### src/rtl/message_transmitter.sv
// Serial frame generator for the 1-bit message link.
// A frame is PREAMBLE_LEN 1s, then the latched DATA_W-bit payload MSB first,
// then GUARD_LEN 0s. A start/busy/done handshake drives it.
// Optional build macro: MSG_TX_PARITY_EN inserts one even-parity bit after the
// payload.
//
// state      | meaning
// -----------+-------------------------------------------------------------
// S_IDLE     | line low, waiting for start; done is high on the first cycle
// S_PREAMBLE | sending the run of 1s that marks the start of a frame
// S_DATA     | shifting the latched payload out, MSB first
// S_PARITY   | (MSG_TX_PARITY_EN only) sending XOR of the latched payload
// S_GUARD    | sending 0s so the far-end detector returns to idle
//
// state_q always names the phase of the bit currently on data_out. cnt_q
// counts down the bits still to come in that phase after the current one.
// When it reaches zero, the next phase begins.
`timescale 1ns/1ps

module message_transmitter #(
  parameter int PREAMBLE_LEN = 4,
  parameter int DATA_W       = 8,
  parameter int GUARD_LEN    = 1
) (
  input  logic              clk,
  input  logic              reset,
  input  logic              start,
  input  logic [DATA_W-1:0] data,
  output logic              data_out,
  output logic              busy,
  output logic              done
);

  localparam int MAX_PD  = (PREAMBLE_LEN > DATA_W) ? PREAMBLE_LEN : DATA_W;
  localparam int MAX_LEN = (MAX_PD > GUARD_LEN) ? MAX_PD : GUARD_LEN;
  localparam int CNT_W   = (MAX_LEN > 1) ? $clog2(MAX_LEN) : 1;

  localparam logic [CNT_W-1:0] PRE_LOAD   = CNT_W'(PREAMBLE_LEN - 1);
  localparam logic [CNT_W-1:0] DATA_LOAD  = CNT_W'(DATA_W - 1);
  localparam logic [CNT_W-1:0] GUARD_LOAD = CNT_W'(GUARD_LEN - 1);
  localparam logic [CNT_W-1:0] CNT_ONE    = CNT_W'(1);
  localparam logic [CNT_W-1:0] CNT_ZERO   = '0;

  // A zero-length phase would leave the down-counter with no terminal count.
  if (PREAMBLE_LEN < 1) begin : g_bad_preamble
    $error("message_transmitter: PREAMBLE_LEN must be >= 1");
  end
  if (DATA_W < 1) begin : g_bad_data_w
    $error("message_transmitter: DATA_W must be >= 1");
  end
  if (GUARD_LEN < 1) begin : g_bad_guard
    $error("message_transmitter: GUARD_LEN must be >= 1");
  end

  typedef enum logic [2:0] {
    S_IDLE,
    S_PREAMBLE,
    S_DATA,
    S_GUARD
`ifdef MSG_TX_PARITY_EN
    , S_PARITY
`endif
  } state_t;

  state_t            state_q,    state_d;
  logic [CNT_W-1:0]  cnt_q,      cnt_d;
  logic [DATA_W-1:0] shift_q,    shift_d;
  logic              data_out_q, data_out_d;
  logic              busy_q,     busy_d;
  logic              done_q,     done_d;
`ifdef MSG_TX_PARITY_EN
  // The shift register is consumed as the payload goes out, so the parity
  // is captured when the word is latched.
  logic              parity_q,   parity_d;
`endif

  // Next-state and next-output logic. The outputs describe the bit on the
  // line after the coming edge, so every output is a flop.
  always_comb begin
    state_d    = state_q;
    cnt_d      = cnt_q;
    shift_d    = shift_q;
    data_out_d = 1'b0;
    busy_d     = 1'b0;
    done_d     = 1'b0;
`ifdef MSG_TX_PARITY_EN
    parity_d   = parity_q;
`endif

    case (state_q)
      S_IDLE: begin
        if (start) begin
          state_d    = S_PREAMBLE;
          cnt_d      = PRE_LOAD;
          shift_d    = data;
`ifdef MSG_TX_PARITY_EN
          parity_d   = ^data;
`endif
          data_out_d = 1'b1;
          busy_d     = 1'b1;
        end
      end

      S_PREAMBLE: begin
        busy_d = 1'b1;
        if (cnt_q == CNT_ZERO) begin
          state_d    = S_DATA;
          cnt_d      = DATA_LOAD;
          data_out_d = shift_q[DATA_W-1];
          shift_d    = shift_q << 1;
        end else begin
          cnt_d      = cnt_q - CNT_ONE;
          data_out_d = 1'b1;
        end
      end

      S_DATA: begin
        busy_d = 1'b1;
        if (cnt_q != CNT_ZERO) begin
          cnt_d      = cnt_q - CNT_ONE;
          data_out_d = shift_q[DATA_W-1];
          shift_d    = shift_q << 1;
        end else begin
`ifdef MSG_TX_PARITY_EN
          state_d    = S_PARITY;
          data_out_d = parity_q;
`else
          state_d    = S_GUARD;
          cnt_d      = GUARD_LOAD;
          data_out_d = 1'b0;
`endif
        end
      end

`ifdef MSG_TX_PARITY_EN
      S_PARITY: begin
        busy_d     = 1'b1;
        state_d    = S_GUARD;
        cnt_d      = GUARD_LOAD;
        data_out_d = 1'b0;
      end
`endif

      S_GUARD: begin
        if (cnt_q != CNT_ZERO) begin
          busy_d = 1'b1;
          cnt_d  = cnt_q - CNT_ONE;
        end else begin
          state_d = S_IDLE;
          cnt_d   = CNT_ZERO;
          done_d  = 1'b1;
        end
      end

      default: begin
        state_d = S_IDLE;
        cnt_d   = CNT_ZERO;
      end
    endcase
  end

  // State, counter, payload and output registers. Reset clears them at once, even mid-frame.
  always_ff @(posedge clk or negedge reset) begin
    if (!reset) begin
      state_q    <= S_IDLE;
      cnt_q      <= CNT_ZERO;
      shift_q    <= '0;
      data_out_q <= 1'b0;
      busy_q     <= 1'b0;
      done_q     <= 1'b0;
`ifdef MSG_TX_PARITY_EN
      parity_q   <= 1'b0;
`endif
    end else begin
      state_q    <= state_d;
      cnt_q      <= cnt_d;
      shift_q    <= shift_d;
      data_out_q <= data_out_d;
      busy_q     <= busy_d;
      done_q     <= done_d;
`ifdef MSG_TX_PARITY_EN
      parity_q   <= parity_d;
`endif
    end
  end

  assign data_out = data_out_q;
  assign busy     = busy_q;
  assign done     = done_q;

endmodule

### config.mk
export PLATFORM = sky130hd
export DESIGN_NAME = message_transmitter
export DESIGN_NICKNAME = d
export VERILOG_FILES = /design/src/rtl/message_transmitter.sv
export SDC_FILE = /design/constraint.sdc
export NUM_CORES = 1
export LEC_CHECK = 0
export ABC_AREA = 1
export BUFFER_PORTS_ARGS = -buffer_cell sky130_fd_sc_hd__buf_4
export CAP_MARGIN = 15
export CORE_MARGIN = 3
export CORE_UTILIZATION = 55
export CTS_CLUSTER_SIZE = 28
export DETAILED_ROUTE_END_ITERATION = 7
export HOLD_SLACK_MARGIN = 0.03
export PLACE_DENSITY = 0.88
export SLEW_MARGIN = 15
export SYNTH_ARGS = -nofsm -noshare
export SYNTH_HDL_FRONTEND = slang
export SYNTH_SLANG_ARGS = --single-unit
### constraint.sdc
create_clock -name clk -period 1.7 [get_ports clk]
set_input_delay 0.34 -clock clk [delete_from_list [all_inputs] [get_ports clk]]
set_output_delay 0.34 -clock clk [all_outputs]
set_load 0.03 [all_outputs]
; ---- Yosys cells after proc, flatten, opt, wreduce, memory -nomap -nowiden
; Index checks and enable logic that the tools add are counted.
[totals]
in_bits = 11
regBits = 17
wordCells = 44
output_inout_bits = 3
[classes]
n_addsub = 1
eq_ne = 8
n_mux = 21
reduce_logical = 8
[ops]
columns = operator, n
row1 = 2-to-1 mux 8 bit, 3
row2 = case mux 8 bit (3 select lines), 1
row3 = 2-to-1 mux 3 bit, 7
row4 = case mux 3 bit (4 select lines), 1
row5 = "inequality test 2 bit, second input constant", 5
row6 = case mux 3 bit (3 select lines), 1
row7 = AND reduction 4 bit, 2
row8 = "== test 3 x 2 -> 1 bit, second input constant", 2
row9 = zero test 3 bit, 2
row10 = 2-to-1 mux 1 bit, 6
row11 = case mux 1 bit (3 select lines), 2
row12 = nonzero test 3 bit, 2
row13 = OR reduction 2 bit, 2
row14 = "== test 3 x 1 -> 1 bit, second input constant", 1
row15 = "subtractor 3 x 1 -> 3 bit, second input constant", 1

; ---- Longest topological paths before layout
; Gate-level depths: netlist (run 1).
[logic_depth]
ltp_word = 3
depth_mapped = 10
ltp_nobuf = 10

; ---- Worst setup path before layout (run 1)
; OpenSTA, ideal clock, no wires.
[synth_path]
kind = register to register
startpoint = register state_q[0]
endpoint = register shift_q[1]
stages_incl_launch_ff = 7
setup_ns = 0.117
t_arrival_ns = 1.358
path_buffers = 1
setup_slack_ns = 0.225
required_ns = 1.583
period_less_slack_ns = 1.475
path_cell_list = dfrtp_1 -> inv_1 -> ha_1 -> buf_2 -> mux2_2 -> nand2_1 -> nand2_1
[synth_between]
elab_chain_len = 3
word_cells_on_any_way = 9
[synth_rtl]
columns = element, line
row1 = start: declaration, 65  ; state_t state_q, state_d;
row2 = start signal: assignment, 175  ; state_q <= state_d;
row3 = "== test 3 x 2 -> 1 bit, or another cell as far along", 90  ; case (state_q)
row4 = inequality test 2 bit (no line) or nonzero test 3 bit (tied branches), --
row5 = AND reduction 4 bit (no line), --
row6 = end signal: assignment, 177  ; shift_q <= shift_d;
row7 = end: declaration, 67  ; logic [DATA_W-1:0] shift_q, shift_d;
; Parallel ways exist; a longest one is shown, timed or not.
; A chain may end at the register's enable or synchronous reset.

; ---- Worst setup path in the final report (run 1)
[layout_path]
startpoint = register state_q[1]
endpoint = register shift_q[5]
; The elaborated chain is that of the path after synthesis.

==> impl_summary.txt, run 1 <==
----------------------------------------------------
[Synthesis]
  Post-Syn Nets ... ~140
  Instance count of the mapped netlist ... 121
  Biggest area contributors in the synthesized netlist ... sky130_fd_sc_hd__dfrtp_1 40%, sky130_fd_sc_hd__nand2_1 18%, sky130_fd_sc_hd__mux2_2 7.9%
  Cell accounting for the most synthesized area ... sky130_fd_sc_hd__dfrtp_1
  Count of yosys warnings during synthesis ... 0
  Average instance area after synthesis ... between 8 and 9 um^2
  Sequential area share after synthesis ... between 40 and 50%
  Synthesized area ... between 900 and 1000 um^2
  Seq cells post-synth ... 16
  Netlist cell types ... 19
  Top cell type's share of synthesized area ... 40.20%

[Final layout]
  Fraction of layout instances using a drive strength above 1 ... between 20% and 30%
  Net count reported at finish ... 157
  Number of diodes ... 0
  Most frequent standard cell in the layout excluding fill and tap cells ... sky130_fd_sc_hd__nand2_1
  Top library cells by usage in the layout, fill and taps aside ... 49 x sky130_fd_sc_hd__nand2_1, 16 x sky130_fd_sc_hd__dfrtp_1, 14 x sky130_fd_sc_hd__buf_4, 13 x sky130_fd_sc_hd__inv_1
  Area Growth Syn to Fin ... 17.97%
  # fillers ... ~130
  Area taken by flip-flops and latches ... 400.4 um^2
  Combined area of the multi-input logic cells ... around 530 um^2

[Clocking]
  H-tree level count ... 1
  Maximum number of buffers from clock root to sink ... 2
  Worst-skew pair later-pin latency ... 0.28 ns
  Clock-pin transition on the worst setup and hold timing paths ... 0.09 ns
  CTS Sinks ... 16
  Root Driver ... sky130_fd_sc_hd__clkbuf_4
  Number of buffers added by the clock tree synthesis step ... 3
  CTS tree ... yes

[STA]
  Final critical path time including I/O delays and setup ... 1.581 ns
  Slew @ Worst Pin ... ~0.22 ns
  Unrepaired setup endpoints after global routing ... no
  Normalized max-slew margin ... ~85%
  Layout Skew ... 0.007477 ns
  Setup TNS ... 0 ns
  Tcrit/Tclk final ... 93.02%
  Final count of pins violating max slew ... 0
  Final-report setup violation count ... 0
  Maximum frequency from static timing analysis ... 0.6324 GHz
  Number of hold-slack violations in the final timing report ... 0

[Critical path]
  Worst Path Buf+Inv ... 1
  Kind of start point of the critical path ... flip-flop
  Crit Path Category ... reg -> reg
  Max stage delay on crit path ... roughly 0.48 ns
  Top cell family by delay on the critical path ... adder cells
  Type of destination of the critical path ... flip-flop
  Data required time at the worst endpoint ... 1.89 ns
  Slowest cell on the critical path ... sky130_fd_sc_hd__ha_2
  Arrival time at the worst endpoint ... 1.77 ns
  Most frequent cell on the critical path ... sky130_fd_sc_hd__nand2_1
  Series of cell instances along the critical path ... inv_1 > ha_2 > mux2_2 > nand2_1 > nand2_1
  Maximum fanout count along the critical path ... 10

[Global route]
  Vias in the first global route ... about 760
  Global-route usage over all layers ... about 16%
  Antenna violations before repair ... 0
  Wire length of the first global-routing pass ... 3084 um
  Gr ovfl total ... 0
  Pin count of the biggest net entering global routing ... 17

[Floorplanning]
  Initial standard-cell utilization of the core ... 61.80%
  Die area ... between 2000 and 2500 um^2
  Num rows ... 14
  Die Height ... roughly 50 um
  I/O pin count ... 14
  Die width ... 48.56 um
  Placeable core region ... between 1500 and 2000 um^2

[Flow run]
  Max_cap viols ... 0

[Routing]
  Drt first pass iters ... 4
  Vias per cell ... approximately 4.8
  Drt total wl ... about 1800 um
  Count of routing violations after the opening detailed-route iteration ... 12
  Post-detailed-route wirelength per cell ... 10.99 um
  Vias after detailed routing ... 789
  Number of routed nets with antenna violations ... 0
  Number of remaining DRC errors ... 0

[Power and ir drop]
  Leakage dissipation ... approximately 0.64 nW
  Total power divided by cell area ... 2159 nW/um^2
  Max rail drop VDD ... around 1.6 mV
  Tot Pwr ... between 0.002 and 0.003 W

[Run status]
  Result of the run ... finished, final reports clean

[Placement]
  Port buffer count ... 13
  Weighted congestion at the end of routability-driven global placement ... 0.8516
  Post-detailed-placement half-perimeter wirelength ... 1363 um

[Min path]
  Worst Hold Class ... in -> reg

----------------------------------------------------
-- routing by layer --
metal  share of wire, %  track usage (%)  vias up
met5                  0                0        -
met4               0.78            2.844        0
met3                6.7            5.215        4
met2                 46            28.67       26
met1                 46            19.61      351
li1                   -                -      408
-- cell type report --
type                       count  share of cell area [%]
sequential                    16                   34.08
timing repair buffer          15                   9.798
clock buffer                   4                   3.088
tap                           24                   2.556
inverter                      16                   5.112
multi-input combinational     88                   45.37
-- sequential cells by signal, summed over array words and instances (netlist names) --
| signal | flops |
|---|---|
| shift_q | 8 |
| data_out | 1 |
| cnt_q | 3 |
| busy | 1 |
| state_q | 2 |
| done | 1 |
-- through the flow --
step | util, % | instance area (um^2) | hold slack (ns) | cells | setup WS [ns]
finish | 72.90 | 1175 | 0.2908 | 163 | 0.1186
global route | 72.90 | 1175 | 0.2983 | 163 | 0.03890
CTS | 72.75 | 1172 | 0.2841 | 163 | 0.05692
detailed placement | 69.88 | 1126 | 0.2101 | 158 | 0.06833
global placement | 69.88 | 1126 | 0.2064 | 158 | 0.1328
floorplan | - | 996.0 | 0.04441 | 121 | 0.2251
-- tightest hold or removal path: cells and delay by family --
kind / cells / cell delay (ns)
simple gates: 2 / 0.12
buf+inv: 1 / 0.09
-- power by group --
group / switching, W / internal [W]
sequential: 0.000115 / 0.000569
clock: 0.000114 / 0.000130
combinational: 0.000961 / 0.000646
total: 0.00119 / 0.00135
-- synth_stat cells --
| master | instances |
|---|---|
| sky130_fd_sc_hd__nor2_2 | 1 |
| sky130_fd_sc_hd__nand4_4 | 1 |
| sky130_fd_sc_hd__a21oi_1 | 5 |
| sky130_fd_sc_hd__inv_2 | 3 |
| sky130_fd_sc_hd__dfrtp_1 | 16 |
| sky130_fd_sc_hd__o21bai_1 | 1 |
| sky130_fd_sc_hd__inv_1 | 13 |
| sky130_fd_sc_hd__nand2_4 | 3 |
| sky130_fd_sc_hd__nand2_1 | 49 |
| sky130_fd_sc_hd__nor2_1 | 3 |
| sky130_fd_sc_hd__o21ai_0 | 1 |
| sky130_fd_sc_hd__ha_1 | 6 |
| sky130_fd_sc_hd__buf_2 | 1 |
| sky130_fd_sc_hd__nand3_2 | 1 |
| sky130_fd_sc_hd__nor2_8 | 1 |
| sky130_fd_sc_hd__nor2_4 | 1 |
| sky130_fd_sc_hd__nand2_2 | 1 |
| sky130_fd_sc_hd__nand3_1 | 7 |
| sky130_fd_sc_hd__mux2_2 | 7 |
-- worst paths after layout --
path	start	endpoint	slack (ns)	cells past startpoint
min in group asynchronous	reset	done	0.45	2
worst min register to register	shift_q[1]	shift_q[1]	0.47	2
max in group asynchronous	reset	state_q[1]	1.06	2
worst max-delay path	state_q[1]	shift_q[5]	0.12	5
worst max register to register	state_q[1]	shift_q[5]	0.12	5
worst min-delay path	start	busy	0.29	3
-- kinds of logic after synthesis --
| group | after synthesis | share of synthesized area [%] |
|---|---|---|
| compound gates | 7 | 3.768 |
| fa+ha+maj | 6 | 7.537 |
| buf+inv | 17 | 6.532 |
| flops | 16 | 40.20 |
| mux | 7 | 7.915 |
| simple gates | 68 | 34.05 |
-- what timing repair did --
action / in CTS / in global routing
setup endpoints to repair: 0 / 7
hold endpoints to repair: 16 / 0
hold buffers: 1 / 0
setup buffers: 0 / 0
resized for setup: 0 / 1
(Power assumes the default switching activity.)
==> inputs of run 2 (changes only) <==
CTS_BUF_LIST = sky130_fd_sc_hd__clkbuf_16   (was unset)
==> run 2 against run 1 <==
Effect of this change:
- sequential share of layout area is 1.2 points lower
- sequential cell count stayed put
- via count stayed put
- die area stayed put
- global-route usage is 1.0 points higher
- first-iteration DRC count is 25% lower
- register-to-register slack worse by 0.03 ns
- largest cell class unchanged
==> impl_summary.txt, run 2 (same netlist as run 1, synthesis figures left out) <==
----------------------------------------------------
[Final layout]
  Number of diodes ... 0 (unchanged)
  Design area ... 1217 um^2 (+3.6%)
  Fraction of layout instances using a drive strength above 1 ... 26.62% (-0.72 points)
  Final standard cell count with taps included and fillers excluded ... 163 (unchanged)
  Max FFs per register ... 8 (unchanged)
  Area Growth Syn to Fin ... 22.24%
  Share of the core filled with cells ... 75.54% (+2.6 points)
  Registers with the highest flip-flop counts ... shift_q: 8 flops, cnt_q: 3 flops, state_q: 2 flops
  Net count reported at finish ... 157 (unchanged)
  Top library cells by usage in the layout, fill and taps aside ... 49 x sky130_fd_sc_hd__nand2_1, 16 x sky130_fd_sc_hd__dfrtp_1, 14 x sky130_fd_sc_hd__buf_4, 13 x sky130_fd_sc_hd__inv_1
  Largest Register ... shift_q
  # fillers ... 115 (-12%)
  Most frequent standard cell in the layout excluding fill and tap cells ... sky130_fd_sc_hd__nand2_1

[Global route]
  Pin count of the biggest net entering global routing ... 17 (unchanged)
  Vias in the first global route ... 766 (+1.2%)
  Grt met1 use ... 20.58% (+0.97 points)
  Gr ovfl total ... 0 (unchanged)
  Busiest metal layer after global routing ... met2
  Global-route usage over all layers ... 17.32% (+1.0 points)
  Wire length of the first global-routing pass ... 3222 um (+4.5%)
  Antenna violations before repair ... 0 (unchanged)
  Met3 track demand over resource in global routing ... 6.135% (+0.92 points)
  Met2 GRT Util ... 29.82% (+1.1 points)

[Power and ir drop]
  Sequential share of power ... 25.0% (-2.0 points)
  Comb power frac ... 58.8% (-4.6 points)
  Switching share of power ... 44.41% (-2.5 points)
  Total power divided by cell area ... 2262 nW/um^2 (+4.8%)
  Max rail drop VDD ... 1.411 mV (-10%)
  Power spent charging and discharging nets ... 0.001223 W (+2.7%)
  Leakage dissipation ... 0.6621 nW (+2.7%)
  Clock power frac ... 16.2% (+6.6 points)
  Internal power ... 0.001531 W (+14%)

[Critical path]
  Most frequent cell on the critical path ... sky130_fd_sc_hd__nand2_1
  Arrival time at the worst endpoint ... 1.74 ns (-0.03 ns)
  Data required time at the worst endpoint ... 1.83 ns (-0.06 ns)
  Worst Path Buf+Inv ... 1 (unchanged)
  Crit Path Category ... reg -> reg
  Max stage delay on crit path ... 0.47 ns (about the same)
  Top cell family by delay on the critical path ... adder cells
  Maximum fanout count along the critical path ... 10 (unchanged)
  Type of destination of the critical path ... flip-flop
  Slowest cell on the critical path ... sky130_fd_sc_hd__ha_2
  Kind of start point of the critical path ... flip-flop
  Series of cell instances along the critical path ... inv_1 > ha_2 > mux2_2 > nand2_1 > nand2_1

[Floorplanning]
  Die width ... 48.56 um (unchanged)
  Initial standard-cell utilization of the core ... 61.80% (unchanged)
  Die Height ... 48.56 um (unchanged)
  Placeable core region ... 1612 um^2 (unchanged)
  I/O pin count ... 14 (unchanged)
  Die area ... 2358 um^2 (unchanged)
  Num rows ... 14 (unchanged)

[STA]
  Unrepaired setup endpoints after global routing ... no
  Number of hold-slack violations in the final timing report ... 0 (unchanged)
  Layout Skew ... 0.003934 ns (-0.003542 ns)
  Final-report setup violation count ... 0 (unchanged)
  Tcrit/Tclk final ... 94.73% (+1.7 points)
  Hold_ws ... 0.3385 ns (+0.04767 ns)
  Final count of pins violating max slew ... 0 (unchanged)
  Maximum frequency from static timing analysis ... 0.6209 GHz (-1.8%)
  Slew @ Worst Pin ... 0.2230 ns (-0.0001726 ns)
  Final critical path time including I/O delays and setup ... 1.610 ns (+0.02911 ns)
  Normalized max-slew margin ... 85.14% (+0.17 points)
  Setup TNS ... 0 ns (unchanged)

[Run status]
  Result of the run ... finished, final reports clean

[Routing]
  Vias per cell ... 4.840 (unchanged)
  Drt total wl ... 1865 um (+4.1%)
  Post-detailed-route wirelength per cell ... 11.44 um (+4.1%)
  Count of routing violations after the opening detailed-route iteration ... 9 (-3)
  Number of remaining DRC errors ... 0 (unchanged)
  Vias after detailed routing ... 789 (unchanged)
  Number of routed nets with antenna violations ... 0 (unchanged)
  Drt first pass iters ... 4 (unchanged)

[Clocking]
  Number of buffers added for setup after CTS ... 0 (unchanged)
  Maximum number of buffers from clock root to sink ... 2 (unchanged)
  Number of buffers added by the clock tree synthesis step ... 3 (unchanged)
  Clock-pin transition on the worst setup and hold timing paths ... 0.05 ns (-0.04 ns)
  Root Driver ... sky130_fd_sc_hd__clkbuf_16
  CTS Sinks ... 16 (unchanged)
  Worst-skew pair later-pin latency ... 0.24 ns (-0.04 ns)
  H-tree level count ... 1 (unchanged)
  CTS tree ... yes

[Placement]
  Inst Count DP ... 158 (unchanged)
  Weighted congestion at the end of routability-driven global placement ... 0.8516 (unchanged)
  Port buffer count ... 13 (unchanged)
  Post-detailed-placement half-perimeter wirelength ... 1363 um (unchanged)
  Cell Area, Placed ... 1126 um^2 (unchanged)

[Flow run]
  Max_cap viols ... 0 (unchanged)

[Min path]
  Worst Hold Class ... in -> reg

----------------------------------------------------
[run 2: metal layers]
metal / vias up / wire length, um
li1: 411 / -
met1: 352 / 810
met2: 24 / 934
met3: 2 / 109
met4: 0 / 10
met5: - / 0
[run 2: path summary, 6_finish.rpt]
| path | start | end | slack [ns] | cells after the start |
|---|---|---|---|---|
| min in group asynchronous | reset | data_out | 0.50 | 2 |
| min reg2reg | shift_q[0] | shift_q[0] | 0.47 | 2 |
| min | start | busy | 0.34 | 3 |
| max | state_q[1] | shift_q[5] | 0.09 | 5 |
| max in group asynchronous | reset | cnt_q[0] | 1.02 | 2 |
| max reg2reg | state_q[1] | shift_q[5] | 0.09 | 5 |
[run 2: power by group through the flow]
stage                     clock network [W]  logic [W]  registers [W]
final                              0.000446    0.00162       0.000689
after CTS                          0.000453    0.00160       0.000688
after global routing               0.000481    0.00182       0.000708
after global placement                    0    0.00152       0.000679
after detailed placement                  0    0.00158       0.000691
after floorplan                           0    0.00121       0.000731
[run 2: through the flow]
stage / power [W] / setup WS (ns)
after floorplan: 0.001940 / 0.2251
after global placement: 0.002200 / 0.1328
after detailed placement: 0.002267 / 0.06833
after CTS: 0.002745 / 0.01044
after global routing: 0.003007 / 0.002548
final: 0.002753 / 0.08952
[run 2: final cells by class]
class	count	area [um^2]	area share [%]
clock buffers	3	75.07	6.166
inverters	16	60.06	4.933
multi-input cells	88	533.0	43.78
clock inverters	1	3.754	0.3083
flip-flops and latches	16	400.4	32.89
repair buffers	15	115.1	9.455
well taps	24	30.03	2.467
[run 2: timing repair]
action                     4_1_cts  5_1_grt
hold endpoints to repair        16        0
gates resized for setup          0        1
setup endpoints to repair        0        7
hold buffers                     1        0
[run 2: worst reg2reg max path: stages, from the launching register on]
cell,delay (ns)
sky130_fd_sc_hd__dfrtp_1,0.41
sky130_fd_sc_hd__inv_1,0.10
sky130_fd_sc_hd__ha_2,0.47
sky130_fd_sc_hd__mux2_2,0.38
sky130_fd_sc_hd__nand2_1,0.08
sky130_fd_sc_hd__nand2_1,0.06
